## config.mk

```make
export PLATFORM = sky130hd
export DESIGN_NAME = multdiv_wb_ctrl
export DESIGN_NICKNAME = d
export VERILOG_FILES = /design/src/rtl/multdiv_wb_ctrl.sv
export SDC_FILE = /design/constraint.sdc
export NUM_CORES = 1
export LEC_CHECK = 0
export CORE_ASPECT_RATIO = 0.8
export CORE_MARGIN = 1
export CORE_UTILIZATION = 35
export CTS_CLUSTER_DIAMETER = 120
export CTS_CLUSTER_SIZE = 20
export DETAILED_ROUTE_END_ITERATION = 7
export GPL_TIMING_DRIVEN = 0
export HOLD_SLACK_MARGIN = 0.12
export PLACE_DENSITY_LB_ADDON = 0.08
export SLEW_MARGIN = 10
export SYNTH_ARGS = -nofsm -noshare
export SYNTH_HDL_FRONTEND = slang
export SYNTH_SLANG_ARGS = --single-unit
```

## constraint.sdc

```tcl
create_clock -name clock -period 1.96 [get_ports clock]
set_input_delay 0.49 -clock clock [delete_from_list [all_inputs] [get_ports clock]]
set_output_delay 0.49 -clock clock [all_outputs]
set_load 0.01 [all_outputs]
```

## src/rtl/multdiv_wb_ctrl.sv

```systemverilog
// multdiv_wb_ctrl: tracks a single in-flight mult/div launched from DX,
// stalls DX on hazards against the pending result, and writes the result
// into the regfile in a cycle where the MW stage leaves the write port free.
//
// state | meaning
// IDLE  | nothing in flight, DX mult/div may launch
// BUSY  | op launched, waiting for the multdiv result
// HOLD  | result captured, waiting for a free regfile write port
module multdiv_wb_ctrl #(
  parameter logic [4:0]  OP_ALU     = 5'b00000,
  parameter logic [4:0]  ALUOP_MULT = 5'b00110,
  parameter logic [4:0]  ALUOP_DIV  = 5'b00111,
  parameter logic [4:0]  RSTATUS    = 5'd30,
  parameter logic [31:0] EXC_MULT   = 32'd4,
  parameter logic [31:0] EXC_DIV    = 32'd5
) (
  input  logic        clock,
  input  logic        reset,
  input  logic [31:0] dx_instruction,
  input  logic [31:0] dx_operandA,
  input  logic [31:0] dx_operandB,
  input  logic        pipe_stall,
  input  logic        md_ready,
  input  logic [31:0] md_result,
  input  logic        md_exception,
  input  logic        mw_writeReg,
  output logic        md_ctrl_mult,
  output logic        md_ctrl_div,
  output logic [31:0] md_dataA,
  output logic [31:0] md_dataB,
  output logic        md_stall,
  output logic        wb_en,
  output logic [4:0]  wb_rd,
  output logic [31:0] wb_data
);

  // Opcodes of the other instructions that write their rd field.
  localparam logic [4:0] OP_ADDI = 5'b00101;
  localparam logic [4:0] OP_LW   = 5'b01000;

  typedef enum logic [1:0] {
    S_IDLE = 2'd0,
    S_BUSY = 2'd1,
    S_HOLD = 2'd2
  } state_t;

  state_t      state_q;
  logic [4:0]  rd_q;
  logic        is_div_q;
  logic [31:0] result_q;
  logic        exc_q;
  logic        ctrl_mult_q;
  logic        ctrl_div_q;
  logic [31:0] data_a_q;
  logic [31:0] data_b_q;

  logic [4:0] dx_opcode;
  logic [4:0] dx_aluop;
  logic [4:0] dx_rd;
  logic [4:0] dx_rs;
  logic [4:0] dx_rt;
  logic       dx_is_md;
  logic       dx_is_div;
  logic       dx_writes_rd;
  logic       haz_raw;
  logic       haz_waw;
  logic       haz_rstatus;
  logic       in_hold;
  logic       hold_no_write;
  logic       launch_pulse;
  logic       unused_bits;

  assign dx_opcode = dx_instruction[31:27];
  assign dx_rd     = dx_instruction[26:22];
  assign dx_rs     = dx_instruction[21:17];
  assign dx_rt     = dx_instruction[16:12];
  assign dx_aluop  = dx_instruction[6:2];

  // shamt and the low two bits carry nothing this block needs.
  assign unused_bits = ^{dx_instruction[11:7], dx_instruction[1:0]};

  assign dx_is_md  = (dx_opcode == OP_ALU) &&
                     ((dx_aluop == ALUOP_MULT) || (dx_aluop == ALUOP_DIV));
  assign dx_is_div = (dx_aluop == ALUOP_DIV);

  assign dx_writes_rd = (dx_opcode == OP_ALU) || (dx_opcode == OP_ADDI) ||
                        (dx_opcode == OP_LW);

  assign haz_raw = ((dx_rs != 5'd0) && (dx_rs == rd_q)) ||
                   ((dx_rt != 5'd0) && (dx_rt == rd_q));

  // A pending write to r0 never lands, so it cannot order against DX.
  assign haz_waw = dx_writes_rd && (rd_q != 5'd0) && (dx_rd == rd_q);

  // Both mult and div can overflow into rstatus.
  assign haz_rstatus = (dx_rs == RSTATUS) || (dx_rt == RSTATUS);

  // Hold DX whenever it conflicts with the op in flight.
  always_comb begin
    md_stall = 1'b0;
    if (state_q != S_IDLE) begin
      md_stall = dx_is_md || haz_raw || haz_waw || haz_rstatus;
    end
  end

  assign in_hold       = (state_q == S_HOLD);
  assign hold_no_write = (rd_q == 5'd0) && !exc_q;
  assign launch_pulse  = ctrl_mult_q || ctrl_div_q;

  // Regfile write port: MW always wins, the result waits in HOLD.
  always_comb begin
    wb_en   = 1'b0;
    wb_rd   = 5'd0;
    wb_data = 32'd0;
    if (in_hold) begin
      wb_en = !mw_writeReg && !hold_no_write;
      if (exc_q) begin
        wb_rd   = RSTATUS;
        wb_data = is_div_q ? EXC_DIV : EXC_MULT;
      end else begin
        wb_rd   = rd_q;
        wb_data = result_q;
      end
    end
  end

  assign md_ctrl_mult = ctrl_mult_q;
  assign md_ctrl_div  = ctrl_div_q;
  assign md_dataA     = data_a_q;
  assign md_dataB     = data_b_q;

  // Launch / wait / writeback sequencing with registered start pulses.
  always_ff @(posedge clock or negedge reset) begin
    if (!reset) begin
      state_q     <= S_IDLE;
      rd_q        <= 5'd0;
      is_div_q    <= 1'b0;
      result_q    <= 32'd0;
      exc_q       <= 1'b0;
      ctrl_mult_q <= 1'b0;
      ctrl_div_q  <= 1'b0;
      data_a_q    <= 32'd0;
      data_b_q    <= 32'd0;
    end else begin
      ctrl_mult_q <= 1'b0;
      ctrl_div_q  <= 1'b0;
      case (state_q)
        S_IDLE: begin
          if (dx_is_md && !pipe_stall) begin
            state_q     <= S_BUSY;
            rd_q        <= dx_rd;
            is_div_q    <= dx_is_div;
            result_q    <= 32'd0;
            exc_q       <= 1'b0;
            ctrl_mult_q <= !dx_is_div;
            ctrl_div_q  <= dx_is_div;
            data_a_q    <= dx_operandA;
            data_b_q    <= dx_operandB;
          end
        end
        S_BUSY: begin
          // A ready seen alongside our own start pulse belongs to an older op.
          if (md_ready && !launch_pulse) begin
            state_q  <= S_HOLD;
            result_q <= md_result;
            exc_q    <= md_exception;
          end
        end
        S_HOLD: begin
          if (!mw_writeReg || hold_no_write) begin
            state_q <= S_IDLE;
          end
        end
        default: state_q <= S_IDLE;
      endcase
    end
  end

endmodule

```

==> results.sh, run 1 <==
export IMPL_seqCellArea_um2=2688
export IMPL_top_layer="met4"
export IMPL_routed_wl_um=14330
export IMPL_min_path_type="in -> reg"
export IMPL_yosys_area_top_type="dfrtp_1"
export IMPL_vias_per_cell=4.566
export IMPL_p_leak_nw=3.883
export IMPL_clk_pin_slew_worst_paths_ps=70
export IMPL_synth_most_common_cell="nand2_1"
export IMPL_ys_ff_latch=107
export IMPL_status="finished with violations"
export IMPL_ys_seq_area_share_pct=58.87
export IMPL_ant_nets=0
export IMPL_fin_tns_setup_ps=-4699
export IMPL_grt_max_degree=59
export IMPL_dp_slack_ps=-1035
export IMPL_synth_top_area_share_pct=58.87
export IMPL_worst_setup_path_type="reg -> out"
export IMPL_synth_compound_area_share_pct=7.730
export IMPL_cts_sinks=107
export IMPL_synth_fp_nets=618
export IMPL_synthFlopType="dfrtp_1"
export IMPL_cts_path_max_buffers=2
export IMPL_grt_antenna_before_repair=0
export IMPL_synth_top_family_by_area="simple AND/OR/NAND/NOR gates"
export IMPL_worst_ir_drop_vdd_mv=0.4382
export IMPL_grt_ovfl_total=0
export IMPL_crit_arrival_ps=1940
export IMPL_synth_fa_ha_area_share_pct=0
export IMPL_die_h_um=104.0
export IMPL_postLayoutSetupSlackWorst_ps=-466.0
export IMPL_violations="setup timing"
export IMPL_period_share_pct=123.8
export IMPL_synthTopCellsByArea="dfrtp_1, nand2_1, a22o_1, and2_1, clkbuf_1"
export IMPL_ioPinCount=239
export IMPL_dr_pass1_iters=4
export IMPL_hold_depth=3
export IMPL_synth_edff_count=0
export IMPL_first_global_vias=4332
export IMPL_slew_violations=0
export IMPL_design_die_area_um2=13460
export IMPL_cts_buffers=9
export IMPL_clock_latency_ps=350
export IMPL_ff2ff_path_depth=7
export IMPL_r2r_start="state_q[1]$_DFFE_PN0P_"
export IMPL_hold_viol=0
export IMPL_fill_cells=1051
export IMPL_synthArstFlopShare_pct=100.0
export IMPL_start_util_pct=36.58
export IMPL_r2r_slack_ps=190
export IMPL_drtIter0Drc=135
export IMPL_fp_dieW_um=129.5
export IMPL_max_freq_mhz=412.2
export IMPL_port_buffers=231
export IMPL_setup_viol=32
export IMPL_avgSynthCellArea_um2=9.397
export IMPL_root_buffer="clkbuf_16"
export IMPL_nets=892
export IMPL_skew_ps=8.262
export IMPL_worst_slew_pin_slew_ps=491.3
export IMPL_num_rows=36
export IMPL_netlist_instances=484
export IMPL_max_slew_margin_pct=67.25
export IMPL_cp_max_fo=4
export IMPL_drcViolationCount=0
export IMPL_post_route_min_period_ps=2426
export IMPL_crit_path_start_kind="register"
export IMPL_cts_tree="yes"
export IMPL_cap_violations=0
export IMPL_rr_endpoint="md_dataB[31]$_DFFE_PN0P_"
export IMPL_cp_required_ps=1470
export IMPL_yosys_cell_types_count=34
export IMPL_power_density_nw_per_um2=585.1
export IMPL_muxShareOfSynthArea_pct=0.2201
export IMPL_rsz0062_at_grt="true"
export IMPL_drive_gt1_share_pct=21.49
export IMPL_synthSimpleGateAreaFrac_pct=27.32
export IMPL_syn_cell_area_um2=4548
export IMPL_wl_met3_um=1178
export IMPL_met2WireLength_um=6907
export IMPL_wl_per_cell_um=15.35
export IMPL_grt_use_total_pct=21.28
export IMPL_wl_met1_um=5989
export IMPL_vias=4265
export IMPL_critPathCaptureType="output port"
export IMPL_multi_input_area_um2=1897
export IMPL_syn_to_final_growth_pct=75.10
export IMPL_min_from="dx_instruction[22]"
export IMPL_gp_congestion=0.7308
export IMPL_detailed_place_hpwl_um=10090
export IMPL_ys_warn_count=0
export IMPL_synth_xor_area_share_pct=2.696
export IMPL_grt_pass1_wl_um=21910
export IMPL_synthTopCellsByCount="nand2_1, dfrtp_1, a22o_1, and2_1, clkbuf_1"
export IMPL_holdPathEnd="rd_q[0]$_DFFE_PN0P_"
export IMPL_core_um2=12430
export IMPL_h_tree_depth=3
export IMPL_n_antenna_cell=0
-- through the flow --
stage          utilization (%)  hold slack, ps  cell area (µm²)  power, mW  instances
3_3_place_gp             56.92           450.2             7077      2.933        886
6_report                 64.06           424.7             7964      4.660        934
4_1_cts                  62.01           470.4             7709      4.708        928
5_1_grt                  64.06           455.1             7964      4.869        934
3_5_place_dp             57.16           454.4             7106      2.951        887
2_1_floorplan                -           194.4             4551      2.529        484
-- flip-flops by register name, summed over array words and instances (netlist names) --
signal and cells:
md_ctrl_div 1, exc_q 1, state_q 2, is_div_q 1
result_q 32, md_ctrl_mult 1, md_dataB 32, md_dataA 32
rd_q 5
-- final cells by class --
cell class / instances / share of cell area (%)
timing repair buffer: 271 / 34.17
sequential: 107 / 33.75
multi-input combinational: 346 / 23.82
clock buffer: 13 / 3.268
tap: 171 / 2.687
buffer: 22 / 1.980
clock inverter: 3 / 0.2828
inverter: 1 / 0.04713
-- how the worst max path moves through the flow --
| stage | from | slack, ps | endpoint | depth (start not counted) |
|---|---|---|---|---|
| final | rd_q[2]$_DFFE_PN0P_ | -470 | md_stall | 5 |
| after global routing | rd_q[2]$_DFFE_PN0P_ | -530 | md_stall | 5 |
| after CTS | rd_q[2]$_DFFE_PN0P_ | -450 | md_stall | 5 |
| after detailed placement | dx_instruction[25] | -1040 | md_stall | 7 |
| after global placement | reset | -3730 | md_dataB[21]$_DFFE_PN0P_ | 1 |
| after floorplan | rd_q[2]$_DFFE_PN0P_ | 0.3 | md_stall | 5 |
-- critical path, cell delays in order, from the launching register on --
cell,delay [ps]
dfrtp_2,450
or4_4,540
nor2_2,130
a21oi_2,40
o32a_1,280
buf_2,150
-- cell usage in the layout, fill, tap and decap left out, types with 2 or more instances in the layout --
master	count
nor2_1	15
clkbuf_1	12
nor2_4	2
a22o_1	33
buf_8	3
clkbuf_4	2
nand4_1	5
nor2b_1	2
clkdlybuf4s50_1	177
clkbuf_2	8
o21ai_0	3
and2_4	31
nand2_1	212
buf_2	5
clkinvlp_4	3
xnor2_1	7
nand3_1	2
nor3_1	2
clkbuf_16	11
buf_4	19
dfrtp_2	8
buf_6	54
clkdlybuf4s15_1	3
a21oi_1	2
nor2_2	2
dlygate4sd2_1	6
clkbuf_8	2
dfrtp_1	99
xor2_1	7
-- logic make-up after synthesis --
group | Yosys count
AND/OR/NAND/NOR | 288
flip-flops | 107
buffers and inverters | 31
AO/OA/AOI/OAI | 43
XOR/XNOR | 14
multiplexers | 1
-- power by group --
part	total (mW)	internal [mW]	switching, mW
clock network	1.73	0.933	0.792
logic	0.567	0.372	0.195
registers	2.37	2.30	0.0632
total	4.66	3.61	1.05
-- metal layers --
layer	up-vias	global-route usage [%]
met4	0	7.060
li1	2103	-
met2	143	35.41
met5	-	0
met3	20	8.230
met1	1999	25.00
-- timing repair --
item                       in CTS  in global routing
pin swaps                      24                 26
buffers inserted               29                 10
setup endpoints to repair     141                129
gates resized for setup       244                 70
hold endpoints to repair       49                  0
hold buffers                    1                  0
gates cloned                    2                  2
No activity file was read; power rests on OpenSTA's default activity.
==> run 2: changes to the inputs <==
==> constraint.sdc (replaced) <==
create_clock -name clock -period 2.45 [get_ports clock]
set_input_delay 0.6125 -clock clock [delete_from_list [all_inputs] [get_ports clock]]
set_output_delay 0.6125 -clock clock [all_outputs]
set_load 0.01 [all_outputs]
==> results.sh, run 2 (synthesized netlist as in run 1, its figures left out) <==
export IMPL_core_um2=12430
export IMPL_grt_ovfl_total=0
export IMPL_nets=868
export IMPL_status="finished with violations"
export IMPL_drive_gt1_share_pct=9.472
export IMPL_num_rows=36
export IMPL_detailed_place_hpwl_um=9916
export IMPL_vias=4186
export IMPL_post_route_min_period_ps=2563
export IMPL_violations="setup timing"
export IMPL_postLayoutSetupSlackWorst_ps=-113.4
export IMPL_fill_cells=1139
export IMPL_final_common_cell="nand2_1"
export IMPL_drtIter0Drc=140
export IMPL_design_die_area_um2=13460
export IMPL_cp_required_ps=1840
export IMPL_ant_nets=0
export IMPL_skew_ps=7.033
export IMPL_p_total_mw=3.800
export IMPL_slew_violations=0
export IMPL_fp_dieW_um=129.5
export IMPL_port_buffers=231
export IMPL_die_h_um=104.0
export IMPL_start_util_pct=36.58
export IMPL_max_freq_mhz=390.1
export IMPL_grt_pass1_wl_um=21310
export IMPL_gp_congestion=0.7631
export IMPL_h_tree_depth=3
export IMPL_p_leak_nw=3.758
export IMPL_syn_to_final_growth_pct=65.58
export IMPL_holdBufCountCts=0
export IMPL_max_slew_margin_pct=65.29
export IMPL_first_global_vias=4207
export IMPL_root_buffer="clkbuf_16"
export IMPL_ioPinCount=239
export IMPL_routed_wl_um=13530
export IMPL_wl_per_cell_um=14.84
export IMPL_critPathCaptureType="output port"
export IMPL_cap_violations=0
export IMPL_setup_viol=2
export IMPL_worst_ir_drop_vdd_mv=0.4494
export IMPL_drcViolationCount=0
export IMPL_cts_sinks=107
export IMPL_clk_pin_slew_worst_paths_ps=70
export IMPL_grt_use_total_pct=20.56
export IMPL_worst_setup_path_type="reg -> out"
export IMPL_final_cell_mix="nand2_1, clkdlybuf4s50_1, dfrtp_1"
export IMPL_pwr_share_comb_pct=11.7
export IMPL_min_path_type="in -> async"
export IMPL_cts_buffers=9
export IMPL_p_sw_uw=838.1
export IMPL_p_seq_share_pct=49.7
export IMPL_crit_arrival_ps=1950
export IMPL_worst_slew_pin_slew_ps=520.7
export IMPL_vias_per_cell=4.590
export IMPL_grt_antenna_before_repair=2
export IMPL_crit_path_start_kind="register"
export IMPL_intPower_mw=2.962
export IMPL_dr_pass1_iters=4
export IMPL_clock_latency_ps=350
export IMPL_period_share_pct=104.6
export IMPL_grt_max_degree=56
export IMPL_rsz0062_at_grt="true"
export IMPL_cp_max_fo=4
export IMPL_power_density_nw_per_um2=504.6
export IMPL_p_clk_share_pct=38.6
export IMPL_ff2ff_path_depth=6
export IMPL_hold_worst_slack_ps=206.4
export IMPL_sw_frac_of_total_pct=22.05
export IMPL_hold_viol=0
export IMPL_cts_path_max_buffers=2
export IMPL_cts_tree="yes"
[run 2: metal layers]
layer | share of wire (%) | track usage, %
met5 | 0 | 0
met2 | 46 | 32.95
met3 | 9.7 | 8.848
met1 | 43 | 24.90
met4 | 1.5 | 6.229
[run 2: cell type report]
class	count	area, µm²	area share (%)
tap	171	214.0	2.841
clock inverter	3	47.55	0.6313
sequential	107	2688	35.69
timing repair buffer	246	2385	31.67
multi-input combinational	346	1794	23.82
buffer	23	143.9	1.911
clock buffer	13	250.2	3.323
inverter	1	3.754	0.04984
antenna	2	5.005	0.06646
[run 2: through the flow]
stage,instance area [µm²],utilization [%],TNS (ps),setup slack [ps],instances
after floorplan,4548,-,0,346.3,484
after global placement,7074,56.90,-386300,-3341,886
after detailed placement,7103,57.14,-34580,-772.0,887
after CTS,7475,60.12,-124.7,-124.7,903
after global routing,7531,60.58,-262.8,-185.8,912
final,7531,60.58,-115.3,-113.4,912
[run 2: path summary, 6_finish.rpt]
check,start,to,slack [ps]
min in group clock,md_dataB[1]$_DFFE_PN0P_,md_dataB[1]$_DFFE_PN0P_,470
max in group asynchronous,reset,md_dataB[20]$_DFFE_PN0P_,1600
worst max register to register,state_q[1]$_DFFE_PN0P_,rd_q[0]$_DFFE_PN0P_,520
worst min-delay path,reset,md_dataA[27]$_DFFE_PN0P_,210
worst min register to register,md_dataB[1]$_DFFE_PN0P_,md_dataB[1]$_DFFE_PN0P_,470
worst max-delay path,rd_q[2]$_DFFE_PN0P_,md_stall,-110
[run 2: critical path, stage by stage, from the launching register on]
cell	delay, ps
dfrtp_2	440
or4_4	550
nor2_4	100
a21oi_1	40
o32a_1	320
buf_2	150
[run 2: power groups by stage]
stage | clock network, mW | logic [mW] | registers (mW)
after CTS | 1.52 | 0.447 | 1.89
after global routing | 1.58 | 0.485 | 1.90
after global placement | 0 | 0.435 | 1.91
after floorplan | 0 | 0.104 | 1.92
after detailed placement | 0 | 0.448 | 1.91
final | 1.47 | 0.445 | 1.89
[run 2: timing repair]
item | 4_1_cts | 5_1_grt
hold endpoints to repair | 0 | 0
pin swaps | 7 | 13
buffers inserted | 6 | 8
endpoints found under the setup margin | 50 | 13
gates resized for setup | 83 | 25
==> run 3: changes to the inputs <==
--- a/config.mk
+++ b/config.mk
@@ -5,14 +5,17 @@
 export SDC_FILE = /design/constraint.sdc
 export NUM_CORES = 1
 export LEC_CHECK = 0
+export CELL_PAD_IN_SITES_DETAIL_PLACEMENT = 1
+export CELL_PAD_IN_SITES_GLOBAL_PLACEMENT = 2
 export CORE_ASPECT_RATIO = 0.8
 export CORE_MARGIN = 1
-export CORE_UTILIZATION = 35
+export CORE_UTILIZATION = 22
 export CTS_CLUSTER_DIAMETER = 120
 export CTS_CLUSTER_SIZE = 20
 export DETAILED_ROUTE_END_ITERATION = 7
 export GPL_TIMING_DRIVEN = 0
 export HOLD_SLACK_MARGIN = 0.12
+export MAX_ROUTING_LAYER = met4
 export PLACE_DENSITY_LB_ADDON = 0.08
 export SLEW_MARGIN = 10
 export SYNTH_ARGS = -nofsm -noshare
==> results.sh, run 3 (synthesized netlist as in run 1, its figures left out) <==
export IMPL_status="finished with violations"
export IMPL_violations="setup timing"
export IMPL_grt_ovfl_total=0
export IMPL_root_buffer="clkbuf_16"
export IMPL_holdBufCountCts=0
export IMPL_cts_sinks=107
export IMPL_slew_violations=0
export IMPL_max_freq_mhz=389.5
export IMPL_worst_setup_path_type="in -> out"
export IMPL_grt_max_degree=74
export IMPL_routed_wl_um=16370
export IMPL_cts_buffers=9
export IMPL_max_slew_margin_pct=62.25
export IMPL_drcViolationCount=0
export IMPL_fin_area_um2=7731
export IMPL_cts_path_max_buffers=2
export IMPL_crit_arrival_ps=1950
export IMPL_worst_ir_drop_vdd_mv=0.3404
export IMPL_worst_slew_pin_slew_ps=566.2
export IMPL_detailed_place_hpwl_um=12050
export IMPL_ioPinCount=239
export IMPL_cpMaxStageDelayCell="clkdlybuf4s50_1"
export IMPL_fp_dieW_um=162.8
export IMPL_clk_pin_slew_worst_paths_ps=80
export IMPL_drtIter0Drc=150
export IMPL_first_global_vias=4581
export IMPL_core_um2=20030
export IMPL_p_leak_nw=3.785
export IMPL_utilization_pct=38.60
export IMPL_final_common_cell="nand2_1"
export IMPL_power_density_nw_per_um2=514.7
export IMPL_drive_gt1_share_pct=10.63
export IMPL_nets=872
export IMPL_cp_max_fo=3
export IMPL_p_clk_share_pct=41.2
export IMPL_wl_per_cell_um=16.21
export IMPL_vias_per_cell=4.200
export IMPL_cap_violations=0
export IMPL_ant_nets=0
export IMPL_grt_antenna_before_repair=3
export IMPL_cp_required_ps=1840
export IMPL_postLayoutSetupSlackWorst_ps=-117.2
export IMPL_start_util_pct=22.71
export IMPL_final_cell_mix="nand2_1, clkdlybuf4s50_1, dfrtp_1"
export IMPL_p_sw_uw=911.8
export IMPL_syn_to_final_growth_pct=69.99
export IMPL_port_buffers=231
export IMPL_pwr_share_comb_pct=11.4
export IMPL_dr_pass1_iters=4
export IMPL_die_h_um=130.6
export IMPL_sw_frac_of_total_pct=22.92
export IMPL_crit_chain="clkdlybuf4s50_1 > o41ai_2 > a21oi_1 > o32a_1 > buf_6"
export IMPL_gp_congestion=0.7604
export IMPL_skew_ps=7.129
export IMPL_post_route_min_period_ps=2567
export IMPL_rsz0062_at_grt="true"
export IMPL_hold_worst_slack_ps=133.9
export IMPL_cts_tree="yes"
export IMPL_placed_area_um2=7219
export IMPL_period_share_pct=104.8
export IMPL_num_rows=46
export IMPL_intPower_mw=3.067
export IMPL_grt_pass1_wl_um=25610
export IMPL_ff2ff_path_depth=6
export IMPL_grt_use_total_pct=16.38
export IMPL_vias=4242
export IMPL_fill_cells=2274
export IMPL_hold_viol=0
export IMPL_h_tree_depth=3
export IMPL_min_path_type="in -> async"
export IMPL_setup_viol=1
export IMPL_design_die_area_um2=21260
export IMPL_clock_latency_ps=360
export IMPL_slowest_delay_ps=490
export IMPL_crit_path_start_kind="input pin"
export IMPL_critPathCaptureType="output port"
export IMPL_p_seq_share_pct=47.5
run 3: cell count changes in the layout (fill, tap and decap cells not counted), sizes merged, moves of 2 or more:
cell	previous run	this run
buf	23	32
clkbuf	41	33
clkdlybuf4s15	2	6
clkdlybuf4s50	183	186
dlygate4sd2	26	22
dlymetal6s2s	7	5
run 3: layout make-up:
| class | count | area (µm²) | share of cell area, % |
|---|---|---|---|
| Clock inverter | 5 | 85.08 | 1.101 |
| Tap cell | 264 | 330.3 | 4.273 |
| Timing Repair Buffer | 250 | 2412 | 31.20 |
| Multi-Input combinational cell | 346 | 1814 | 23.47 |
| Sequential cell | 107 | 2686 | 34.75 |
| Clock buffer | 11 | 242.7 | 3.140 |
| Inverter | 1 | 3.754 | 0.04855 |
| Antenna cell | 3 | 7.507 | 0.09710 |
| Buffer | 23 | 148.9 | 1.926 |
run 3: per-layer routing:
metal	part of all wire (%)	track usage, %	vias up
met3	7.5	5.745	12
met5	0	-	-
met2	47	25.33	137
met4	1.1	4.343	0
met1	45	20.30	2036
li1	-	-	2057
run 3: worst max-delay path: cells and delay by family:
family / cells / cell delay [ps]
buf+inv: 2 / 620
compound gates: 3 / 710
run 3: repair_timing:
| action | 4_1_cts | 5_1_grt |
|---|---|---|
| resized for setup | 87 | 37 |
| pin swaps | 6 | 13 |
| buffers inserted | 10 | 7 |
| gates cloned | 1 | 0 |
| endpoints found under the setup margin | 99 | 63 |
run 3: path summary, 6_finish.rpt:
kind / from / endpoint / slack (ps)
setup reg to reg: state_q[1]$_DFFE_PN0P_ / rd_q[0]$_DFFE_PN0P_ / 390
min in group clock: md_dataA[28]$_DFFE_PN0P_ / md_dataA[28]$_DFFE_PN0P_ / 460
setup / recovery: dx_instruction[15] / md_stall / -120
hold / removal: reset / md_dataA[19]$_DFFE_PN0P_ / 130
max in group asynchronous: reset / rd_q[1]$_DFFE_PN0P_ / 1560
hold reg to reg: md_dataA[28]$_DFFE_PN0P_ / md_dataA[28]$_DFFE_PN0P_ / 460
run 3: power by group through the flow:
stage | logic (mW) | clock network (mW) | registers [mW]
3_5_place_dp | 0.455 | 0 | 1.92
6_report | 0.452 | 1.64 | 1.89
4_1_cts | 0.454 | 1.72 | 1.89
5_1_grt | 0.498 | 1.78 | 1.90
3_3_place_gp | 0.441 | 0 | 1.91
2_1_floorplan | 0.104 | 0 | 1.92
run 3: through the flow:
step	power, mW	worst slack [ps]	cells	TNS, ps
floorplan	2.023	346.3	484	0
global placement	2.353	-3752	979	-442290
detailed placement	2.370	-845.9	980	-48720
CTS	4.065	-178.4	1001	-305.3
global route	4.172	-157.6	1010	-218.2
finish	3.979	-117.2	1010	-117.2
